===== config.mk =====
export PLATFORM = sky130hd
export DESIGN_NAME = fp_dot_sequencer
export DESIGN_NICKNAME = d
export VERILOG_FILES = /design/src/rtl/fp_dot_sequencer.sv
export SDC_FILE = /design/constraint.sdc
export NUM_CORES = 1
export LEC_CHECK = 0
export ABC_AREA = 1
export CORE_ASPECT_RATIO = 1.2
export CORE_MARGIN = 2
export CORE_UTILIZATION = 38
export CTS_CLUSTER_DIAMETER = 80
export DETAILED_ROUTE_END_ITERATION = 7
export HOLD_SLACK_MARGIN = 0.12
export MAX_ROUTING_LAYER = met4
export PLACE_DENSITY = 0.82
export REMOVE_ABC_BUFFERS = 1
export SLEW_MARGIN = 0
export SYNTH_ARGS = -nofsm -noshare
export SYNTH_HDL_FRONTEND = slang
export SYNTH_SLANG_ARGS = --single-unit

===== constraint.sdc =====
create_clock -name clk -period 2.3 [get_ports clk]
set_input_delay 0.345 -clock clk [delete_from_list [all_inputs] [get_ports clk]]
set_output_delay 0.345 -clock clk [all_outputs]
set_load 0.02 [all_outputs]

===== src/rtl/fp_dot_sequencer.sv =====
// Streaming dot-product sequencer around a combinational FP MAC: accumulates
// a*b pairs in arrival order. Optional sticky exception flag: FP_DOT_EXC_STICKY_EN.
module fp_dot_sequencer #(
  parameter int BIT_WIDTH  = 16,
  parameter int EXP_WIDTH  = 8,
  parameter int MANT_WIDTH = 7,
  parameter int LEN_WIDTH  = 8
) (
  input  logic                 clk,
  input  logic                 rst_n,
  input  logic                 start,
  input  logic [LEN_WIDTH-1:0] vec_len,
  input  logic                 in_valid,
  output logic                 in_ready,
  input  logic [BIT_WIDTH-1:0] in_a,
  input  logic [BIT_WIDTH-1:0] in_b,
  output logic [BIT_WIDTH-1:0] mac_a,
  output logic [BIT_WIDTH-1:0] mac_b,
  output logic [BIT_WIDTH-1:0] mac_c,
  input  logic [BIT_WIDTH-1:0] mac_res,
  output logic                 out_valid,
  input  logic                 out_ready,
  output logic [BIT_WIDTH-1:0] out_data,
`ifdef FP_DOT_EXC_STICKY_EN
  output logic                 busy,
  output logic                 exc_flag
`else
  output logic                 busy
`endif
);

  typedef enum logic [1:0] {
    IDLE  = 2'd0,
    ACCUM = 2'd1,
    DONE  = 2'd2
  } state_t;

  state_t               state_r;
  logic [BIT_WIDTH-1:0] acc_r;
  logic [LEN_WIDTH-1:0] cnt_r;
  logic [LEN_WIDTH-1:0] len_q_r;
  logic                 in_ready_r;
  logic                 out_valid_r;
  logic                 busy_r;
  logic                 hs_s;
  logic                 last_s;

  assign hs_s   = in_valid & in_ready_r;
  assign last_s = (cnt_r == (len_q_r - LEN_WIDTH'(1)));

  // The MAC sees the live operands and the registered accumulator; data bits pass untouched.
  assign mac_a     = in_a;
  assign mac_b     = in_b;
  assign mac_c     = acc_r;
  assign out_data  = acc_r;
  assign in_ready  = in_ready_r;
  assign out_valid = out_valid_r;
  assign busy      = busy_r;

  // Control FSM with handshake flags registered alongside the state.
  always_ff @(posedge clk or negedge rst_n) begin
    if (!rst_n) begin
      state_r     <= IDLE;
      acc_r       <= {BIT_WIDTH{1'b0}};
      cnt_r       <= {LEN_WIDTH{1'b0}};
      len_q_r     <= {LEN_WIDTH{1'b0}};
      in_ready_r  <= 1'b0;
      out_valid_r <= 1'b0;
      busy_r      <= 1'b0;
    end else begin
      case (state_r)
        IDLE: begin
          if (start) begin
            acc_r   <= {BIT_WIDTH{1'b0}};
            cnt_r   <= {LEN_WIDTH{1'b0}};
            len_q_r <= vec_len;
            busy_r  <= 1'b1;
            if (vec_len == {LEN_WIDTH{1'b0}}) begin
              state_r     <= DONE;
              out_valid_r <= 1'b1;
            end else begin
              state_r    <= ACCUM;
              in_ready_r <= 1'b1;
            end
          end
        end
        ACCUM: begin
          if (hs_s) begin
            acc_r <= mac_res;
            cnt_r <= cnt_r + LEN_WIDTH'(1);
            if (last_s) begin
              state_r     <= DONE;
              in_ready_r  <= 1'b0;
              out_valid_r <= 1'b1;
            end
          end
        end
        DONE: begin
          if (out_ready) begin
            state_r     <= IDLE;
            out_valid_r <= 1'b0;
            busy_r      <= 1'b0;
          end
        end
        default: begin
          state_r     <= IDLE;
          in_ready_r  <= 1'b0;
          out_valid_r <= 1'b0;
          busy_r      <= 1'b0;
        end
      endcase
    end
  end

`ifdef FP_DOT_EXC_STICKY_EN
  function automatic logic exp_all_ones(input logic [BIT_WIDTH-1:0] x);
    return &x[MANT_WIDTH +: EXP_WIDTH];
  endfunction

  logic exc_r;
  assign exc_flag = exc_r;

  // Sticky Inf/NaN observation over a run, cleared only by an accepted start.
  always_ff @(posedge clk or negedge rst_n) begin
    if (!rst_n) begin
      exc_r <= 1'b0;
    end else if ((state_r == IDLE) && start) begin
      exc_r <= 1'b0;
    end else if ((state_r == ACCUM) && hs_s &&
                 (exp_all_ones(in_a) || exp_all_ones(in_b) || exp_all_ones(mac_res))) begin
      exc_r <= 1'b1;
    end else begin
      exc_r <= exc_r;
    end
  end
`endif

endmodule


==> run_results.csv <==
group,metric,value,unit
status,outcome,"finished clean",
global_routing,grt.overflow.total,0,
synthesis,synth_compound_area_share,11.3,%
clock_network,cts-resized-gates,0,
critical_path,worstSetupEndpointType,"flop",
sta,slew-limit-headroom,44.6,%
critical_path,path_class,"reg -> reg",
sta,tns,0,ns
detailed_routing,drtIter0Drc,109,
synthesis,synth_top_area_share,42.5,%
synthesis,syn_inst,254,
finish,final_area,2610,um^2
clock_network,clk_pin_slew,0.08,ns
critical_path,cp.required,2.47,ns
synthesis,synth-simple-area-share,22.1,%
sta,slew_violations,0,
sta,setup_violations,0,
synthesis,synthAdderAreaFrac,1.15,%
finish,syn_to_final_growth,19.8,%
clock_network,post_cts_buffers,0,
job,drv_cap,0,
detailed_routing,wl,5.69,mm
synthesis,synth_top_family_by_area,"simple AND/OR/NAND/NOR gates",
clock_network,cts_sinks,37,
detailed_routing,drt-vias-per-instance,5.17,
detailed_routing,drtPass1Iterations,4,
clock_network,root_buffer,"clkbuf_8",
critical_path,cpPeakStageDelay,0.40,ns
synthesis,synth_area_leaders,"dfrtp_1 43%, buf_4 17%, nand2_1 11%",
synthesis,synthArstFlopShare,100,%
global_routing,grt_pass1_vias,1731,
synthesis,synth-seq-area-share,42.5,%
synthesis,yosys.area_share.xor_xnor,2.01,%
place,port_buffers,63,
place,hpwlAfterDp,4.28,mm
power,ir_worst_vdd,0.000739,V
synthesis,yosys.area.top_type,"dfrtp_1",
sta,hold_violations,0,
critical_path,path_cells,"inv_1 > ha_1 > nand2_1 > nor2_1 > nand2_1 > nand2_1 > o21ai_0 > nor2_1 > nand3_1 > nand2_1 > nand3_1 > nand2_1 > nand2_1",
power,pwr_density_cell,1370,nW/um^2
floorplan,die_h,86.9,um
global_routing,antenna_found_initial,0,
synthesis,syn-mean-instance-area,8.58,um^2
synthesis,syn-cell-area,2180,um^2
critical_path,arrival,2.08,ns
clock_network,tritoncts,"built",
clock_network,numCtsBuffers,5,
detailed_routing,ant_nets,0,
synthesis,ys_top_cells_by_count,"61 x nand2_1, 48 x buf_4, 37 x dfrtp_1, 20 x inv_1, 16 x a22o_1",
floorplan,die_x,73.1,um
floorplan,std_cell_rows,30,
clock_network,cts-hold-fix-buffers,0,
worst_hold_path,min_path_type,"in -> async",
detailed_routing,wire_per_inst,16.7,um
synthesis,muxShareOfSynthArea,0,%
sta,period_needed,1.91,ns
sta,post-route-period-util,83.0,%
finish,drive_gt1_share,6.52,%
floorplan,core_region_area,5590,um^2
sta,worstMarginPinSlew,0.831,ns
finish,diodes,0,
global_routing,grt_start_max_net_pins,38,
synthesis,synth_warnings,0,
clock_network,insertion_delay,0.29,ns
global_routing,track_usage,18.6,%
sta,rsz0062_at_grt,"false",
synthesis,yosysMostFrequentCell,"nand2_1",
clock_network,clock_path_buffers,2,
sta,clock_skew,0.0105,ns
power,leakage,1.21,nW
synthesis,ys.flop_type,"dfrtp_1",
floorplan,initial_core_util,38.9,%
critical_path,cp_common_cell,"nand2_1",
floorplan,num_io_pins,128,
synthesis,synth.distinct_cells,26,
detailed_routing,drcViolationCount,0,
floorplan,die_area,6360,um^2
sta,fmax,524,MHz
synthesis,synth-seq-cells,37,
place,place_congestion,0.845,
place,placed_cell_area,2520,um^2
detailed_routing,route.vias.total,1757,
critical_path,startpoint_type,"flop",
global_routing,grt_pass1_wl,8.59,mm
finish,nets,338,
clock_network,cts-htree-levels,2,
critical_path,crit_slowest_cell,"dfrtp_1",
synthesis,synth_edf_count,0,
critical_path,cp_max_fo,5,
[metrics by stage]
stage                     worst slack [ns]  util (%)  hold slack, ns  std cells  power (mW)
after floorplan                      0.712         -          0.0494        203        2.27
after CTS                            0.424      46.6           0.182        340        3.61
after global placement               0.323      45.1           0.459        332        3.08
after detailed placement             0.317      45.1           0.463        332        3.14
final                                0.391      46.6           0.157        340        3.57
after global routing                 0.174      46.6           0.223        340        3.82
[flip-flops by register name, summed over array words and instances (netlist names)]
| name | count |
|---|---|
| busy | 1 |
| cnt_r | 8 |
| in_ready | 1 |
| len_q_r | 8 |
| mac_c | 16 |
| out_valid | 1 |
| state_r | 2 |
[worst max-delay path, delay by kind of cell, from the launching register on]
kind | cells | cell delay, ns
buffers and inverters | 1 | 0.15
AO/OA/AOI/OAI | 1 | 0.08
flip-flops | 1 | 0.40
adder cells (fa/ha/maj) | 1 | 0.21
AND/OR/NAND/NOR | 10 | 0.96
[area by class of cell]
cell class,count,area [um^2]
clock inverter,1,7.51
tap,64,80.1
multi-input combinational,144,796
inverter,22,82.6
sequential,37,926
clock buffer,7,76.3
timing repair buffer,65,641
fill,531,2980
[final timing paths]
path | start | end | slack (ns) | depth (start not counted)
worst max-delay path | len_q_r[0] | out_valid | 0.39 | 13
worst min-delay path | rst_n | cnt_r[2] | 0.16 | 1
worst max register to register | len_q_r[0] | out_valid | 0.39 | 13
worst min register to register | out_valid | out_valid | 0.48 | 2
max in group asynchronous | rst_n | state_r[1] | 1.62 | 1
min in group clk | out_valid | out_valid | 0.48 | 2
[layout by cell type (no fill, tap or decap), types with 3 or more instances in the layout]
| master | instances |
|---|---|
| nor2_8 | 3 |
| inv_1 | 20 |
| clkdlybuf4s50_1 | 62 |
| dfrtp_1 | 37 |
| a21oi_1 | 8 |
| clkbuf_8 | 5 |
| nor2_1 | 14 |
| o21ai_0 | 9 |
| nand2_1 | 61 |
| nand3_1 | 14 |
| a22o_1 | 16 |
| xnor2_1 | 4 |
[where the power goes]
part / total, mW / switching, mW / internal [mW]
Sequential: 1.17 / 0.252 / 0.916
Combinational: 1.96 / 1.07 / 0.895
Clock: 0.438 / 0.224 / 0.214
[cells by family (layout without fill, tap and decap cells)]
family / after synthesis / in the layout
simple gates: 101 / 101
buf+inv: 73 / 95
fa+ha+maj: 2 / 2
flops: 37 / 37
xor+xnor: 5 / 5
compound gates: 36 / 36
[per-layer routing]
| metal | vias to the layer above | part of all wire (%) | track usage, % |
|---|---|---|---|
| li1 | 815 | - | - |
| met1 | 824 | 44 | 24.4 |
| met2 | 112 | 42 | 23.9 |
| met3 | 6 | 14 | 12.6 |
| met4 | 0 | 0.53 | 3.03 |
| met5 | - | 0 | - |
Power figures use the tool's default switching activity.
